===== src/rtl/hazard_forward_unit.sv =====
// Hazard detection and operand forwarding for the five-stage RV32I pipeline.
// Keeps shadow copies of the register metadata held in Execute, Memory and
// Writeback, selects the Execute operand sources, raises the load-use stall
// and branch flush controls, and counts stall/flush events for debug.
module hazard_forward_unit #(
  parameter int CNT_W = 16
) (
  input  logic             clk,
  input  logic             rst,
  input  logic             InstrValidD,
  input  logic [4:0]       RS1_D,
  input  logic [4:0]       RS2_D,
  input  logic [4:0]       RD_D,
  input  logic             RegWriteD,
  input  logic             LoadD,
  input  logic             PCSrcE,
  output logic [1:0]       ForwardAE,
  output logic [1:0]       ForwardBE,
  output logic             StallF,
  output logic             StallD,
  output logic             FlushD,
  output logic             FlushE,
  output logic [CNT_W-1:0] stall_count,
  output logic [CNT_W-1:0] flush_count
);

  localparam logic [CNT_W-1:0] CNT_MAX = '1;
  localparam logic [CNT_W-1:0] CNT_ONE = CNT_W'(1);

  // Execute slot: consumer whose operands are being selected
  logic       e_valid;
  logic [4:0] e_rs1;
  logic [4:0] e_rs2;
  logic [4:0] e_rd;
  logic       e_regwrite;
  logic       e_load;

  // Memory and Writeback slots: potential producers
  logic       m_valid;
  logic [4:0] m_rd;
  logic       m_regwrite;
  logic       w_valid;
  logic [4:0] w_rd;
  logic       w_regwrite;

  logic       m_writes_rs1;
  logic       m_writes_rs2;
  logic       w_writes_rs1;
  logic       w_writes_rs2;
  logic       lw_stall;

  // A producer matches only when it really writes a non-zero register
  always_comb begin
    m_writes_rs1 = m_valid & m_regwrite & (m_rd != 5'd0) & (m_rd == e_rs1);
    m_writes_rs2 = m_valid & m_regwrite & (m_rd != 5'd0) & (m_rd == e_rs2);
    w_writes_rs1 = w_valid & w_regwrite & (w_rd != 5'd0) & (w_rd == e_rs1);
    w_writes_rs2 = w_valid & w_regwrite & (w_rd != 5'd0) & (w_rd == e_rs2);
  end

  // Operand select: Memory stage is younger than Writeback, so it wins
  always_comb begin
    ForwardAE = 2'b00;
    ForwardBE = 2'b00;
    if (e_valid) begin
      if (m_writes_rs1)      ForwardAE = 2'b10;
      else if (w_writes_rs1) ForwardAE = 2'b01;
      if (m_writes_rs2)      ForwardBE = 2'b10;
      else if (w_writes_rs2) ForwardBE = 2'b01;
    end
  end

  // Load-use stall and branch flush; a taken branch squashes the stalled
  // Decode instruction, so it suppresses the stall
  always_comb begin
    lw_stall = InstrValidD & e_valid & e_load & (e_rd != 5'd0) &
               ((e_rd == RS1_D) | (e_rd == RS2_D));
    StallF   = lw_stall & ~PCSrcE;
    StallD   = lw_stall & ~PCSrcE;
    FlushE   = lw_stall | PCSrcE;
    FlushD   = PCSrcE;
  end

  // Advance the shadow pipeline; a flushed Execute slot becomes a bubble
  always_ff @(posedge clk) begin
    if (rst) begin
      e_valid    <= 1'b0;
      e_rs1      <= 5'd0;
      e_rs2      <= 5'd0;
      e_rd       <= 5'd0;
      e_regwrite <= 1'b0;
      e_load     <= 1'b0;
      m_valid    <= 1'b0;
      m_rd       <= 5'd0;
      m_regwrite <= 1'b0;
      w_valid    <= 1'b0;
      w_rd       <= 5'd0;
      w_regwrite <= 1'b0;
    end else begin
      w_valid    <= m_valid;
      w_rd       <= m_rd;
      w_regwrite <= m_regwrite;
      m_valid    <= e_valid;
      m_rd       <= e_rd;
      m_regwrite <= e_regwrite;
      if (FlushE) begin
        e_valid    <= 1'b0;
        e_rs1      <= 5'd0;
        e_rs2      <= 5'd0;
        e_rd       <= 5'd0;
        e_regwrite <= 1'b0;
        e_load     <= 1'b0;
      end else begin
        e_valid    <= InstrValidD;
        e_rs1      <= RS1_D;
        e_rs2      <= RS2_D;
        e_rd       <= RD_D;
        e_regwrite <= RegWriteD;
        e_load     <= LoadD;
      end
    end
  end

  // Saturating debug counters for stall cycles and taken-branch flushes
  always_ff @(posedge clk) begin
    if (rst) begin
      stall_count <= '0;
      flush_count <= '0;
    end else begin
      if (StallD && (stall_count != CNT_MAX)) stall_count <= stall_count + CNT_ONE;
      if (PCSrcE && (flush_count != CNT_MAX)) flush_count <= flush_count + CNT_ONE;
    end
  end

endmodule


===== config.mk =====
export PLATFORM = sky130hd
export DESIGN_NAME = hazard_forward_unit
export DESIGN_NICKNAME = d
export VERILOG_FILES = /design/src/rtl/hazard_forward_unit.sv
export SDC_FILE = /design/constraint.sdc
export NUM_CORES = 1
export LEC_CHECK = 0
export BUFFER_PORTS_ARGS = -buffer_cell sky130_fd_sc_hd__buf_2
export CAP_MARGIN = 0
export CORE_MARGIN = 3
export CORE_UTILIZATION = 25
export CTS_BUF_LIST = sky130_fd_sc_hd__clkbuf_4
export CTS_CLUSTER_SIZE = 12
export DETAILED_ROUTE_END_ITERATION = 7
export GPL_ROUTABILITY_DRIVEN = 0
export SETUP_SLACK_MARGIN = 0.5
export SYNTH_ARGS = -nofsm -noshare
export SYNTH_HDL_FRONTEND = slang
export SYNTH_SLANG_ARGS = --single-unit

===== constraint.sdc =====
create_clock -name clk -period 1.9 [get_ports clk]
set_input_delay 0.095 -clock clk [delete_from_list [all_inputs] [get_ports clk]]
set_output_delay 0.095 -clock clk [all_outputs]
set_load 0.01 [all_outputs]

# Word level (Yosys, flattened, before mapping)
# Cells that the tools add are included.
# word_totals
reg_bits	64
output_inout_bits	40
# op_classes
n_eq_ne	8
mux	6
addsub	2
n_bitwise	16
n_reduce_logical	6
# ops
cell	count
16-bit by 1-bit adder with 16-bit output, second input constant	2
16-bit inequality test, second input constant	2
5-bit equality test	6
5-bit nonzero test	3
1-bit AND	13
2-bit 2-to-1 mux	4
1-bit logical AND	2
1-bit 2-to-1 mux	2
1-bit OR	2
2-bit OR reduction	1
1-bit NOT	1

# Longest topological paths before layout
# Gate-level depths: netlist of the first run.
# logic_depth
ltp_word	6
ltp_mapped	7
ltp_nobuf	6

# Worst setup path after synthesis of the first run
# OpenSTA, ideal clock, no wires.
# synth_path
path_kind	flip-flop to output port
start	reg e_rd[2]
end	out StallF
stages_incl_launch_ff	8
t_arrival_ps	1758
setup_slack_ps	47
path_buffers	3
cell_sequence	dfxtp_1 > xor2_1 > nor3_2 > a22oi_4 > buf_2 > buf_4 > nor3_1 > buf_4
# synth_via
elab_chain_cells	4
elab_cells_between_ends	7
cone_classes	2 x eq/ne; 4 x bitwise; 1 x reduce/logical
# synth_rtl
item	line	text
start, declared	34	logic [4:0] e_rd;
start signal, assigned	89	e_rd <= 5'd0;
start signal, assigned	109	e_rd <= 5'd0;
start signal, assigned	116	e_rd <= RD_D;
5-bit equality test or 5-bit nonzero test (tied branches)	76, 75	
1-bit OR or 1-bit AND (tied branches)	76, 75	
1-bit AND *	75	lw_stall = InstrValidD & e_valid & e_load & (e_rd != 5'd0) &
1-bit AND *	--	
end, declared	19	output logic StallF,
# Mark *: on every way between the ends. The rest lies on a longest branch, timed or not.

# Final worst setup path of the first run
# layout_path
start	reg m_rd[1]
end	out ForwardBE[1]
# layout_via
elab_chain_cells	5
elab_cells_between_ends	6
cone_classes	1 x eq/ne; 2 x mux; 2 x bitwise; 1 x reduce/logical
# layout_rtl
item	line	text
start, declared	40	logic [4:0] m_rd;
start signal, assigned	103	m_rd <= e_rd;
5-bit nonzero test	55	m_writes_rs2 = m_valid & m_regwrite & (m_rd != 5'd0) & (m_rd == e_rs2);
1-bit AND	55	
1-bit AND *	55	
2-bit 2-to-1 mux *	67	if (m_writes_rs2) ForwardBE = 2'b10;
2-bit 2-to-1 mux *	64	if (e_valid) begin
end, declared	18	output logic [1:0] ForwardBE,
# Marked as above.

==> results by stage, run 1 <==
Outcome:
- The run finished, with violations left.
- The checks that failed: negative setup slack.

Placed design:
- The placed cell count is 577.
- The placed wire-length estimate is 6070 um.
- The number of buffers inserted by port buffering is 60.
- At the placement stage, the worst setup path has a slack of -26.2 ps.

Clocking:
- The clock transition time at the flip-flop clock pins of the worst setup and hold paths is around 120 ps.
- In this run the clock root is driven by a sky130_fd_sc_hd__clkbuf_4.
- Counting along the longest clock path gives a buffer depth of 2.
- The number of H-tree branching levels is 3.
- The clock sink count is 64.
- The source-to-sink clock delay at the later pin of the worst-skew pair is a little over 400 ps.
- The CTS tree is built.
- The TritonCTS buffer count is 9.

Timing:
- Setup violations remaining at the end of the flow were counted as 31.
- At the pin with the least slew margin, the transition time is 585 ps.
- The final critical-path share of the clock period is 108%.
- The minimum hold slack is between 150 and 200 ps.
- Setup repair after global routing could not meet its margin everywhere.
- The clock period minus worst slack is 2050 ps.
- Once routing completed, OpenROAD measured the worst setup slack at -150 ps.
- The number of hold-slack violations in the final timing report is 0.
- In this run the tightest slew margin relative to its limit is about three fifths.
- The maximum frequency from static timing analysis is a little under 0.5 GHz.
- The number of pins exceeding their max-slew limit in the final report is 0.
- Adding up every negative setup slack in the final design gives -1860 ps.
- The worst setup skew after layout is 16.1 ps.

Synthesis:
- The post-synth net total is 360.
- Synthesis produced a netlist whose cell count is between 300 and 400.
- The share of the yosys chip area belonging to registers is around 41%.
- After synthesis the netlist holds a flip-flop and latch count of 64.
- In the post-synthesis netlist, the biggest area contributors are sky130_fd_sc_hd__dfxtp_1, sky130_fd_sc_hd__xor2_1, sky130_fd_sc_hd__nor2b_1.
- Each instance of the synthesized netlist takes up on average slightly above 9 um2.
- The synthesized design spends more area on one cell type than any other, namely sky130_fd_sc_hd__dfxtp_1.
- Summed over its instances, the top area cell type makes up between 40% and 50% of the synthesized netlist area.
- Counting distinct cell types in the post-synthesis netlist gives 47.
- The post-synthesis cell area is roughly 0.0031 mm2.
- Yosys printed 0 warnings.

Final layout:
- The top cell types in the final layout, fill and taps aside, are sky130_fd_sc_hd__buf_2, sky130_fd_sc_hd__buf_4, sky130_fd_sc_hd__nor2_1, sky130_fd_sc_hd__xor2_1, sky130_fd_sc_hd__dfxtp_1.
- The filler-free cell count of the finished design is 649.
- The repair_antennas step left the layout with diodes totalling 0.
- The ratio of cells with drive above 1 in the final layout is between 50% and 60%.
- For this run, the post-layout net count is 500.
- The most common library cell in the layout ignoring fill and taps is sky130_fd_sc_hd__buf_2.
- The number of fillers in the final layout is between 1000 and 1500.
- The area added between synthesis and finish is 63.7%.

Worst hold path:
- The number of cells on the worst hold path is 2.
- The startpoint identified for the worst hold timing path is rst.
- The type of the worst min-delay path is input pin to flop.

Routing:
- For this block, the via count after detailed routing is 3000.
- The total DRC errors in the routed layout is 0.
- The first TritonRoute pass finished after 4 iterations.
- The number of DRC violations after detailed-routing iteration 0 is 177.
- Once detail routing completed, the nets flagged for antenna violations numbered 0.
- The detail-routed via count per cell is between 4 and 5.
- The final layout contains routed wiring with a total length of 9820 um.
- In the final routed layout, each cell accounts on average for roughly 15 um.

Worst setup path:
- The sum of buffers and inverters on the critical path is 2.
- Data arrives at the worst endpoint at between 1500 and 2000 ps.
- The library cell contributing the largest single delay on the critical path is sky130_fd_sc_hd__or4_4.
- The peak per-stage delay on the critical path is 520 ps.
- The worst-case reg-to-reg path depth is 10.
- The nature of the critical path endpoint is an output port.
- The worst endpoint required time is 1800 ps.
- The launching element type of the critical path is a flop.
- The critical path starts at m_rd[1]$_SDFF_PP0_.
- The signal on the critical path passes through or4_4, o211ai_1, buf_4, nor4_4, and2_1, buf_2.
- The beginning of the worst register-to-register path is e_rd[4]$_SDFF_PP0_.
- The critical path depth is 6.
- The peak fanout along the critical path is 2.
- The type of the worst setup path is flop to output port.
- The cell family contributing the most delay on the critical path is simple AND/OR/NAND/NOR gates.

Floorplanning:
- The chip height is between 100 and 150 um.
- The overall die width is 117 um.
- The initial standard-cell utilization of the core is between 20% and 30%.
- The area of the core is 0.0121 mm2.
- The floorplan has 40 rows.
- between 60 and 70 I/O pins were placed.
- The die covers roughly 0.014 mm2.

GRT:
- Global routing consumed, over all layers together, ~14% of the routing resources.
- The number of global-route vias before repair came to about 3200.
- The first-pass GRT wire length is approximately 16000 um.
- The pin count of the biggest net entering global routing is 29.
- For this run the aggregate overflow at the end of global routing stands at 0.
- The initial antenna violation count is 0.

Pwr:
- Power spread over the standard cell area amounts to 555 mW/mm2.
- The peak ir drop on the vdd network is between 0.3 and 0.4 mV.
- For this design the static power due to leakage is around 0.0021 uW.

Flow run:
- Max-cap violations in this run came to 0.
-- final timing paths --
kind,end,slack [ps]
max,ForwardBE[1],-150
min,flush_count[10]$_SDFFE_PP0P_,180
max reg2reg,stall_count[10]$_SDFFE_PP0P_,-70
min reg2reg,m_regwrite$_SDFF_PP0_,450
-- cell usage after synthesis (all sizes together) --
library cell and number:
mux2 7, o2111ai 3, nor3b 2, o31a 1, nand2b 1, ha 2
and4 1, dfxtp 64, nor3 10, nand2 13, a21oi 10, a211oi 2
a22oi 1, mux2i 2, nand4 17, or4b 1, o21bai 1, and2 20
o21a 1, xor2 35, o21ai 8, or2 2, clkbuf 8, nand3 15
o2111a 1, buf 8, o211ai 3, inv 3, xnor2 8, or3 5
nor4 9, nor2 36, nor4b 2, nor2b 22, or4 9, o31ai 4
-- flip-flops by register name, summed over array words and instances (netlist names), 5 cells and up --
name and cells:
w_rd 5, e_rd 5, m_rd 5, flush_count 16
stall_count 16, e_rs1 5, e_rs2 5
-- stage by stage --
stage | util (%) | area [um2] | total power [uW]
finish | 42.0 | 5070 | 2820
global route | 42.0 | 5070 | 2940
CTS | 39.7 | 4790 | 2790
detailed placement | 32.5 | 3920 | 1630
global placement | 32.5 | 3920 | 1630
floorplan | - | 3270 | 1550
-- where the power goes --
part | switching [uW] | internal, uW
clock | 531 | 525
sequential | 24.7 | 1360
combinational | 187 | 191
total | 743 | 2070
-- layer usage --
layer / part of all wire, % / GRT usage [%] / wire, um / vias to the layer above
met5: 0 / 0 / 0 / -
li1: - / - / - / 1464
met2: 52 / 23.4 / 5080 / 68
met3: 3.7 / 3.52 / 360 / 11
met4: 1.2 / 4.55 / 119 / 0
met1: 43 / 16.8 / 4250 / 1457
-- cell families (layout without fill, tap and decap cells) --
family | count (synthesis) | after routing | synth area share, %
adders and majority gates | 2 | 2 | 0.808
and+or+nand+nor | 165 | 165 | 31.5
DFF | 64 | 64 | 41.4
muxes | 9 | 9 | 3.43
AOI/OAI and AO/OA | 35 | 36 | 7.75
xor gates and xnor gates | 43 | 43 | 12.2
buffers and inverters | 19 | 162 | 3.03
-- layout make-up --
class                           count  area [um2]  area share, %
Multi-Input combinational cell    255        2230           44.0
Sequential cell                    64        1350           26.7
Timing Repair Buffer              144        1110           21.9
Tap cell                          168         210           4.15
Clock inverter                      6        83.8           1.65
Clock buffer                        9        67.6           1.33
Inverter                            3        13.8          0.271
-- repair_timing --
item	4_1_cts	5_1_grt
hold endpoints to repair	18	0
endpoints found under the setup margin	55	56
buffers inserted	26	9
pin swaps	54	31
gates cloned	4	0
resized for setup	74	44
hold buffers	18	0
(Power assumes the default switching activity.)
==> inputs of run 2 (changes only) <==
--- a/config.mk
+++ b/config.mk
@@ -14,6 +14,7 @@
 export DETAILED_ROUTE_END_ITERATION = 7
 export GPL_ROUTABILITY_DRIVEN = 0
 export SETUP_SLACK_MARGIN = 0.5
+export SKIP_LAST_GASP = 1
 export SYNTH_ARGS = -nofsm -noshare
 export SYNTH_HDL_FRONTEND = slang
 export SYNTH_SLANG_ARGS = --single-unit
==> run 2 against run 1 <==
  * The flow still finishes with violations (negative setup slack)
  * Via count grew 0.43%
  * Flip-flop and latch count is the same
  * Combinational power shrank 6.3%
  * Global-route usage is essentially flat
  * Wire length shrank 2.8%
  * Clock-buffer cell count is the same
  * Clock power is essentially flat
  * Power shrank 1.2%
  * Sequential share of layout area grew 0.71 points
  * Critical endpoint is now ForwardBE[0]
  * Largest cell class unchanged
  * Largest power group unchanged
==> results by stage, run 2 (same netlist as run 1, synthesis figures left out) <==
Worst setup path:
- The worst setup slack for register-to-register paths is -100 ps (-30 ps).
- The most frequent cell on the critical path is sky130_fd_sc_hd__nor4_4.
- The worst setup path is captured at an output port.
- The start point of the critical path is m_rd[1]$_SDFF_PP0_.
- The worst-case reg-to-reg path depth came to 10 (unchanged).
- The data arrival at the endpoint of the critical path is 1950 ps (about the same).
- The slowest stage of the critical path belongs to the cell sky130_fd_sc_hd__or4_4.
- STA classifies the critical path startpoint as a flop.
- The critical path depth is 6 (unchanged).
- The type of the worst setup path is flop to output port.
- In this run the critical register-to-register path is captured at e_rd[2]$_SDFF_PP0_.
- The kind of cell adding the most delay to the critical path is simple AND/OR/NAND/NOR gates.
- The sum of buffers and inverters on the critical path is 2 (unchanged).
- The worst endpoint required time was 1800 ps (about the same).
- The peak per-stage delay on the critical path was 520 ps (about the same).
- The capture point of the critical path is ForwardBE[0].
- The beginning of the worst register-to-register path is e_rd[4]$_SDFF_PP0_.
- The peak fanout along the critical path is 2 (unchanged).
- The critical path goes through or4_4, o211ai_1, buf_4, nor4_4, nor4_4, buf_2.

Timing:
- The number of pins exceeding their max-slew limit in the final report is 0 (unchanged).
- Setup repair after global routing could not meet its margin everywhere.
- The number of hold-slack violations in the final timing report is 0 (unchanged).
- The clock period minus worst slack is 2050 ps (-2.06 ps).
- The relative slew slack is 62.0% (+0.97 points).
- The minimum setup slack in the final design is -148 ps (+2.06 ps).
- The worst setup skew after layout is 10.8 ps (-5.25 ps).
- The maximum frequency from static timing analysis came to 0.488 GHz (+0.10%).
- The final critical-path share of the clock period is 108% (-0.11 points).
- The minimum hold slack is 173 ps (-5.70 ps).
- The worst-margin pin slew is 570 ps (-14.6 ps).
- The total setup violations reported at the end of the flow is 30 (-3.2%).

Final layout:
- The area added between synthesis and finish is 59.5%.
- The total inserted antenna cells is 0 (unchanged).
- The layout net count is 498 (-0.40%).
- Leaving out fill and tap cells, the most frequent cells in the layout are sky130_fd_sc_hd__buf_2, sky130_fd_sc_hd__buf_4, sky130_fd_sc_hd__xor2_1, sky130_fd_sc_hd__nor2_1, sky130_fd_sc_hd__dfxtp_1.
- In the final layout, the registers with the most flip-flops are flush_count: 16 flops, stall_count: 16 flops.
- The ratio of cells with drive above 1 in the final layout is 52.6% (-1.2 points).
- The library cell used most frequently in the layout, excluding fill and tap cells, is sky130_fd_sc_hd__buf_2.
- The fraction of the core area covered by cells at the end of the flow is 41.0% (-1.1 points).
- The filler-free cell count of the finished design is 647 (-0.31%).

GRT:
- The pin count of the biggest net entering global routing is 29 (unchanged).
- The initial antenna violation count is 0 (unchanged).
- The overall overflow remaining after global route is 0 (unchanged).
- The number of global-route vias before repair was 3172 (+0.063%).
- The total global-route track usage came to 13.7% (+0.020 points).
- The first-pass GRT wire length is 15600 um (+0.18%).

Pwr:
- The power after layout is 2780 uW (-1.2%).
- The power share of the sequential group was 49.6% (+0.5 points).
- The static power due to leakage is 0.00210 uW (-1.5%).
- The design internal power is 2060 uW (-0.69%).
- The net switching power of the design was 722 uW (-2.8%).
- The combinational cell fraction of total power is 12.7% (-0.7 points).
- The switching power as a share of total power is 26.0% (-0.41 points).
- The peak ir drop on the vdd network is 0.309 mV (-1.5%).
- The share of power burned in the clock network is 37.6% (about the same).
- The power density over the cells is 563 mW/mm2 (+1.4%).

Floorplanning:
- The area of the core is 0.0121 mm2 (unchanged).
- The chip height is 117 um (unchanged).
- The die outline area is 0.0138 mm2 (unchanged).
- The initial standard-cell utilization of the core is 25.7% (unchanged).
- The number of rows created at floorplan is 40 (unchanged).
- The I/O pin total was 61 (unchanged).
- The overall die width came to 117 um (unchanged).

Clocking:
- The source-to-sink clock delay at the later pin of the worst-skew pair came to 400 ps (about the same).
- The clock transition time at the flip-flop clock pins of the worst setup and hold paths came to 120 ps (about the same).
- The CTS tree is built.
- The clock sink count is 64 (unchanged).
- The maximum count of clock buffers along a single path is 2 (unchanged).
- The TritonCTS buffer count is 9 (unchanged).
- The number of H-tree branching levels came to 3 (unchanged).
- CTS placed an instance of sky130_fd_sc_hd__clkbuf_4 at the clock tree root.

Routing:
- The aggregate routed wire length came to 9540 um (-2.8%).
- The total DRC errors in the routed layout was 0 (unchanged).
- The detail-routed via count per cell is 4.66 (+0.74%).
- The total via count in the routed design is 3013 (+0.43%).
- The number of DRC violations after detailed-routing iteration 0 is 173 (-2.3%).
- The number of antenna-violating nets in the routed design came to 0 (unchanged).
- The mean routed wirelength per cell is 14.7 um (-2.5%).
- The iteration count of the initial detailed-routing pass is 4 (unchanged).

Flow run:
- The reported max-cap violation count came to 0 (unchanged).

Outcome:
- The run finished, with violations left.
- The checks that failed: negative setup slack.

Placed design:
- The number of buffers inserted by port buffering was 60 (unchanged).
- The placed cell count is 577 (unchanged).
- The placed wire-length estimate is 6070 um (unchanged).

Worst hold path:
- The type of the worst min-delay path is input pin to flop.
-- run 2: layer usage --
metal | vias up | track usage (%) | part of all wire [%]
met5 | - | 0 | 0
met4 | 0 | 3.89 | 1.4
met3 | 14 | 3.95 | 4.3
met2 | 72 | 23.5 | 50
met1 | 1459 | 16.8 | 44
li1 | 1468 | - | -
-- run 2: cell type report --
| cell class | count | area [um2] |
|---|---|---|
| sequential | 64 | 1350 |
| clock inverter | 6 | 83.8 |
| tap | 168 | 210 |
| timing repair buffer | 142 | 1050 |
| inverter | 3 | 13.8 |
| multi-input combinational | 255 | 2160 |
| clock buffer | 9 | 67.6 |
| fill | 1203 | 7120 |
-- run 2: power by group through the flow --
stage / sequential (uW) / combinational, uW / clock (uW)
after global placement: 1420 / 205 / 0
after global routing: 1380 / 378 / 1140
after detailed placement: 1420 / 209 / 0
after floorplan: 1420 / 128 / 0
final: 1380 / 354 / 1050
after CTS: 1380 / 321 / 1080
-- run 2: worst min path at each step --
stage | start | endpoint | depth (start not counted) | slack, ps
6_report | rst | flush_count[10]$_SDFFE_PP0P_ | 2 | 170
5_1_grt | rst | stall_count[13]$_SDFFE_PP0P_ | 2 | 180
4_1_cts | rst | flush_count[10]$_SDFFE_PP0P_ | 2 | 140
3_5_place_dp | RD_D[3] | e_rd[3]$_SDFF_PP0_ | 2 | 310
3_3_place_gp | RD_D[3] | e_rd[3]$_SDFF_PP0_ | 2 | 310
2_1_floorplan | RD_D[1] | e_rd[1]$_SDFF_PP0_ | 1 | 220
-- run 2: timing repair --
item | in CTS | in global routing
cloned | 4 | 0
setup buffers | 26 | 7
hold endpoints to repair | 18 | 0
hold buffers | 18 | 0
resized for setup | 69 | 31
setup endpoints to repair | 55 | 56
pin swaps | 52 | 23
-- run 2: per-stage QoR --
step / setup WS [ps] / cell area [um2] / setup TNS (ps)
after floorplan: 105 / 3270 / 0
after global placement: 25.7 / 3920 / 0
after detailed placement: -26.2 / 3920 / -26.2
after CTS: -207 / 4760 / -1170
after global routing: -233 / 4940 / -4710
final: -148 / 4940 / -2450
==> inputs of run 3 (changes only) <==
--- a/config.mk
+++ b/config.mk
@@ -7,14 +7,17 @@
 export LEC_CHECK = 0
 export BUFFER_PORTS_ARGS = -buffer_cell sky130_fd_sc_hd__buf_2
 export CAP_MARGIN = 0
+export CORE_ASPECT_RATIO = 1.5
 export CORE_MARGIN = 3
-export CORE_UTILIZATION = 25
+export CORE_UTILIZATION = 50
 export CTS_BUF_LIST = sky130_fd_sc_hd__clkbuf_4
 export CTS_CLUSTER_SIZE = 12
 export DETAILED_ROUTE_END_ITERATION = 7
 export GPL_ROUTABILITY_DRIVEN = 0
+export PLACE_DENSITY = 0.73
 export SETUP_SLACK_MARGIN = 0.5
 export SKIP_LAST_GASP = 1
+export SLEW_MARGIN = 20
 export SYNTH_ARGS = -nofsm -noshare
 export SYNTH_HDL_FRONTEND = slang
 export SYNTH_SLANG_ARGS = --single-unit
==> run 3 against run 2 <==
  * Sequential power barely moved
  * Non-clock buffer count up 3
  * The run still ends with negative setup slack left
  * Hold slack worse by 53 ps
  * Cell area increased by 1.7%
  * Power grew 4.4%
  * Critical path depth fell by 1
  * Largest power group unchanged
  * Worst setup slack lost 44 ps
  * Fmax fell by 2.1%
  * Critical endpoint is now ForwardAE[0]
  * Register-to-register slack hardly changed
  * Global-route usage increased by 15 points
  * Via count is 5.4% higher
  * Highest routed layer unchanged
  * Cell count shrank 14%
==> results by stage, run 3 (same netlist as run 1, synthesis figures left out) <==
Clocking:
- The TritonCTS buffer count is 9 (unchanged).
- The number of H-tree branching levels came to 3 (unchanged).
- The maximum count of clock buffers along a single path is 2 (unchanged).
- TritonCTS built the clock tree.
- CTS placed an instance of sky130_fd_sc_hd__clkbuf_4 at the clock tree root.
- The clock sink count is 64 (unchanged).
- The source-to-sink clock delay at the later pin of the worst-skew pair is 430 ps (+30 ps).
- The clock transition time at the flip-flop clock pins of the worst setup and hold paths was 130 ps (about the same).

Timing:
- The clock period minus worst slack is 2090 ps (+44.5 ps).
- The number of pins exceeding their max-slew limit in the final report was 0 (unchanged).
- The maximum frequency from static timing analysis is 0.478 GHz (-2.1%).
- The worst-margin pin slew is 388 ps (-182 ps).
- The worst setup skew after layout came to 21.1 ps (+10.2 ps).
- The number of hold-slack violations in the final timing report was 0 (unchanged).
- The relative slew slack is 74.1% (+12 points).
- The minimum hold slack is 121 ps (-52.8 ps).
- The minimum setup slack in the final design is -192 ps (-44.5 ps).
- The final critical-path share of the clock period is 110% (+2.3 points).
- The total setup violations reported at the end of the flow is 30 (unchanged).
- Setup repair after global routing could not meet its margin everywhere.

Worst setup path:
- On the critical path, the stage with the largest delay is an instance of sky130_fd_sc_hd__or4_4.
- The peak per-stage delay on the critical path was 460 ps (-60 ps).
- The worst setup path is captured at an output port.
- The launching element type of the critical path is a flop.
- The peak fanout along the critical path is 5 (+3).
- The data arrival at the endpoint of the critical path is 2000 ps (+50 ps).
- The signal on the critical path passes through buf_4, o2111ai_4, or4_4, nor4_4, buf_2.
- The worst endpoint required time was 1800 ps (about the same).
- The worst setup slack for register-to-register paths was -90 ps (about the same).
- The type of the worst setup path is flop to output port.

Routing:
- The total via count in the routed design is 3176 (+5.4%).
- The total DRC errors in the routed layout is 0 (unchanged).
- The number of antenna-violating nets in the routed design is 0 (unchanged).
- The number of DRC violations after detailed-routing iteration 0 came to 138 (-20%).
- The mean routed wirelength per cell is 19.5 um (+32%).
- The iteration count of the initial detailed-routing pass is 4 (unchanged).
- The detail-routed via count per cell is 5.72 (+23%).
- The aggregate routed wire length is 10800 um (+13%).

GRT:
- The global-route track usage on met2 is 53.3% (+30 points).
- The busiest metal layer after global routing is met2.
- The first-pass GRT wire length is 15600 um (+0.40%).
- The overall overflow remaining after global route was 0 (unchanged).
- The met3 track demand over resource in global routing is 7.48% (+3.5 points).
- The pin count of the biggest net entering global routing is 47 (+62%).
- The number of global-route vias before repair is 3085 (-2.7%).
- The fraction of met1 tracks used by global routing came to 30.0% (+13 points).
- The total global-route track usage is 28.5% (+15 points).
- The initial antenna violation count was 0 (unchanged).

Final layout:
- The area added between synthesis and finish is 62.1%.
- The library cell used most frequently in the layout, excluding fill and tap cells, is sky130_fd_sc_hd__buf_2.
- The total inserted antenna cells was 0 (unchanged).
- Leaving out fill and tap cells, the most frequent cells in the layout are sky130_fd_sc_hd__buf_2, sky130_fd_sc_hd__buf_4, sky130_fd_sc_hd__xor2_1, sky130_fd_sc_hd__nor2_1, sky130_fd_sc_hd__dfxtp_1.
- The number of fillers in the final layout was 321 (-73%).
- The layout net count came to 501 (+0.60%).
- The fraction of the core area covered by cells at the end of the flow was 84.9% (+44 points).
- The cell area after layout came to 0.00502 mm2 (+1.7%).
- The largest registers in the layout are flush_count: 16 flops, stall_count: 16 flops.
- The ratio of cells with drive above 1 in the final layout is 55.5% (+2.9 points).
- The filler-free cell count of the finished design is 555 (-14%).

Floorplanning:
- The I/O pin total is 61 (unchanged).
- The number of rows created at floorplan is 34 (-15%).
- The area of the core is 0.00591 mm2 (-51%).
- The chip height came to 102 um (-13%).
- The die outline area is 0.00720 mm2 (-48%).
- The initial standard-cell utilization of the core is 52.4% (+27 points).
- The overall die width came to 70.3 um (-40%).

Worst hold path:
- The type of the worst min-delay path is input pin to flop.

Pwr:
- The static power due to leakage was 0.00215 uW (+2.3%).
- The power after layout is 2900 uW (+4.4%).
- The peak ir drop on the vdd network is 0.477 mV (+54%).
- The power density over the cells came to 578 mW/mm2 (+2.7%).

Placed design:
- The placed cell count is 481 (-17%).
- The placed wire-length estimate came to 5680 um (-6.5%).
- The area after detailed placement was 0.00381 mm2 (-2.7%).
- The number of buffers inserted by port buffering came to 60 (unchanged).

Outcome:
- The flow ran to the end, but the final reports show violations.
- The checks that failed: negative setup slack.

Flow run:
- The reported max-cap violation count is 0 (unchanged).
run 3: cell count changes in the layout (fill, tap and decap cells not counted), moves of 3 or more:
| cell | before | now |
|---|---|---|
| sky130_fd_sc_hd__a21oi_1 | 8 | 4 |
| sky130_fd_sc_hd__a21oi_2 | 2 | 6 |
| sky130_fd_sc_hd__and2_1 | 6 | 2 |
| sky130_fd_sc_hd__and2_4 | 14 | 18 |
| sky130_fd_sc_hd__buf_12 | 2 | 5 |
| sky130_fd_sc_hd__buf_16 | 0 | 3 |
| sky130_fd_sc_hd__buf_4 | 44 | 41 |
| sky130_fd_sc_hd__clkinv_2 | 3 | 0 |
run 3: stage by stage:
stage / setup WS (ps) / TNS, ps
after floorplan: 105 / 0
after global placement: 16.3 / 0
after detailed placement: -44.8 / -120
after CTS: -201 / -1640
after global routing: -283 / -3580
final: -192 / -1690
run 3: routing by layer:
layer	vias up	part of all wire (%)
met2	125	55
met4	0	4.1
met5	-	0
met3	39	5.6
met1	1541	35
li1	1471	-
run 3: timing repair:
action / CTS / global route
buffers inserted: 26 / 8
resized for setup: 64 / 47
hold buffers: 19 / 0
pin swaps: 49 / 37
cloned: 5 / 0
endpoints found under the setup margin: 55 / 57
endpoints found under the hold margin: 25 / 0
run 3: path summary, 6_finish.rpt:
| check | from | end | cells past startpoint |
|---|---|---|---|
| hold reg to reg | m_regwrite$_SDFF_PP0_ | w_regwrite$_SDFF_PP0_ | 1 |
| setup reg to reg | e_rd[4]$_SDFF_PP0_ | stall_count[12]$_SDFFE_PP0P_ | 8 |
| hold / removal | PCSrcE | stall_count[11]$_SDFFE_PP0P_ | 4 |
| setup / recovery | e_valid$_SDFF_PP0_ | ForwardAE[0] | 5 |
run 3: area by class of cell:
class | instances | area (um2) | share of cell area (%)
clock buffers | 9 | 67.6 | 1.35
clock inverters | 7 | 103 | 2.04
inverters | 3 | 11.3 | 0.224
multi-input cells | 255 | 2220 | 44.3
flip-flops and latches | 64 | 1350 | 26.9
well taps | 72 | 90.1 | 1.79
repair buffers | 145 | 1180 | 23.4
run 3: power breakdown:
part	switching (uW)	leakage [uW]	internal, uW
sequential	28.1	0.000539	1360
combinational	196	0.00152	205
clock	569	0.0000871	546
total	793	0.00215	2110
run 3: critical path: cells and delay by family (launching register included):
| family | cells | cell delay [ps] |
|---|---|---|
| and+or+nand+nor | 2 | 730 |
| DFF | 1 | 360 |
| AOI/OAI and AO/OA | 1 | 150 |
| buffers and inverters | 2 | 350 |
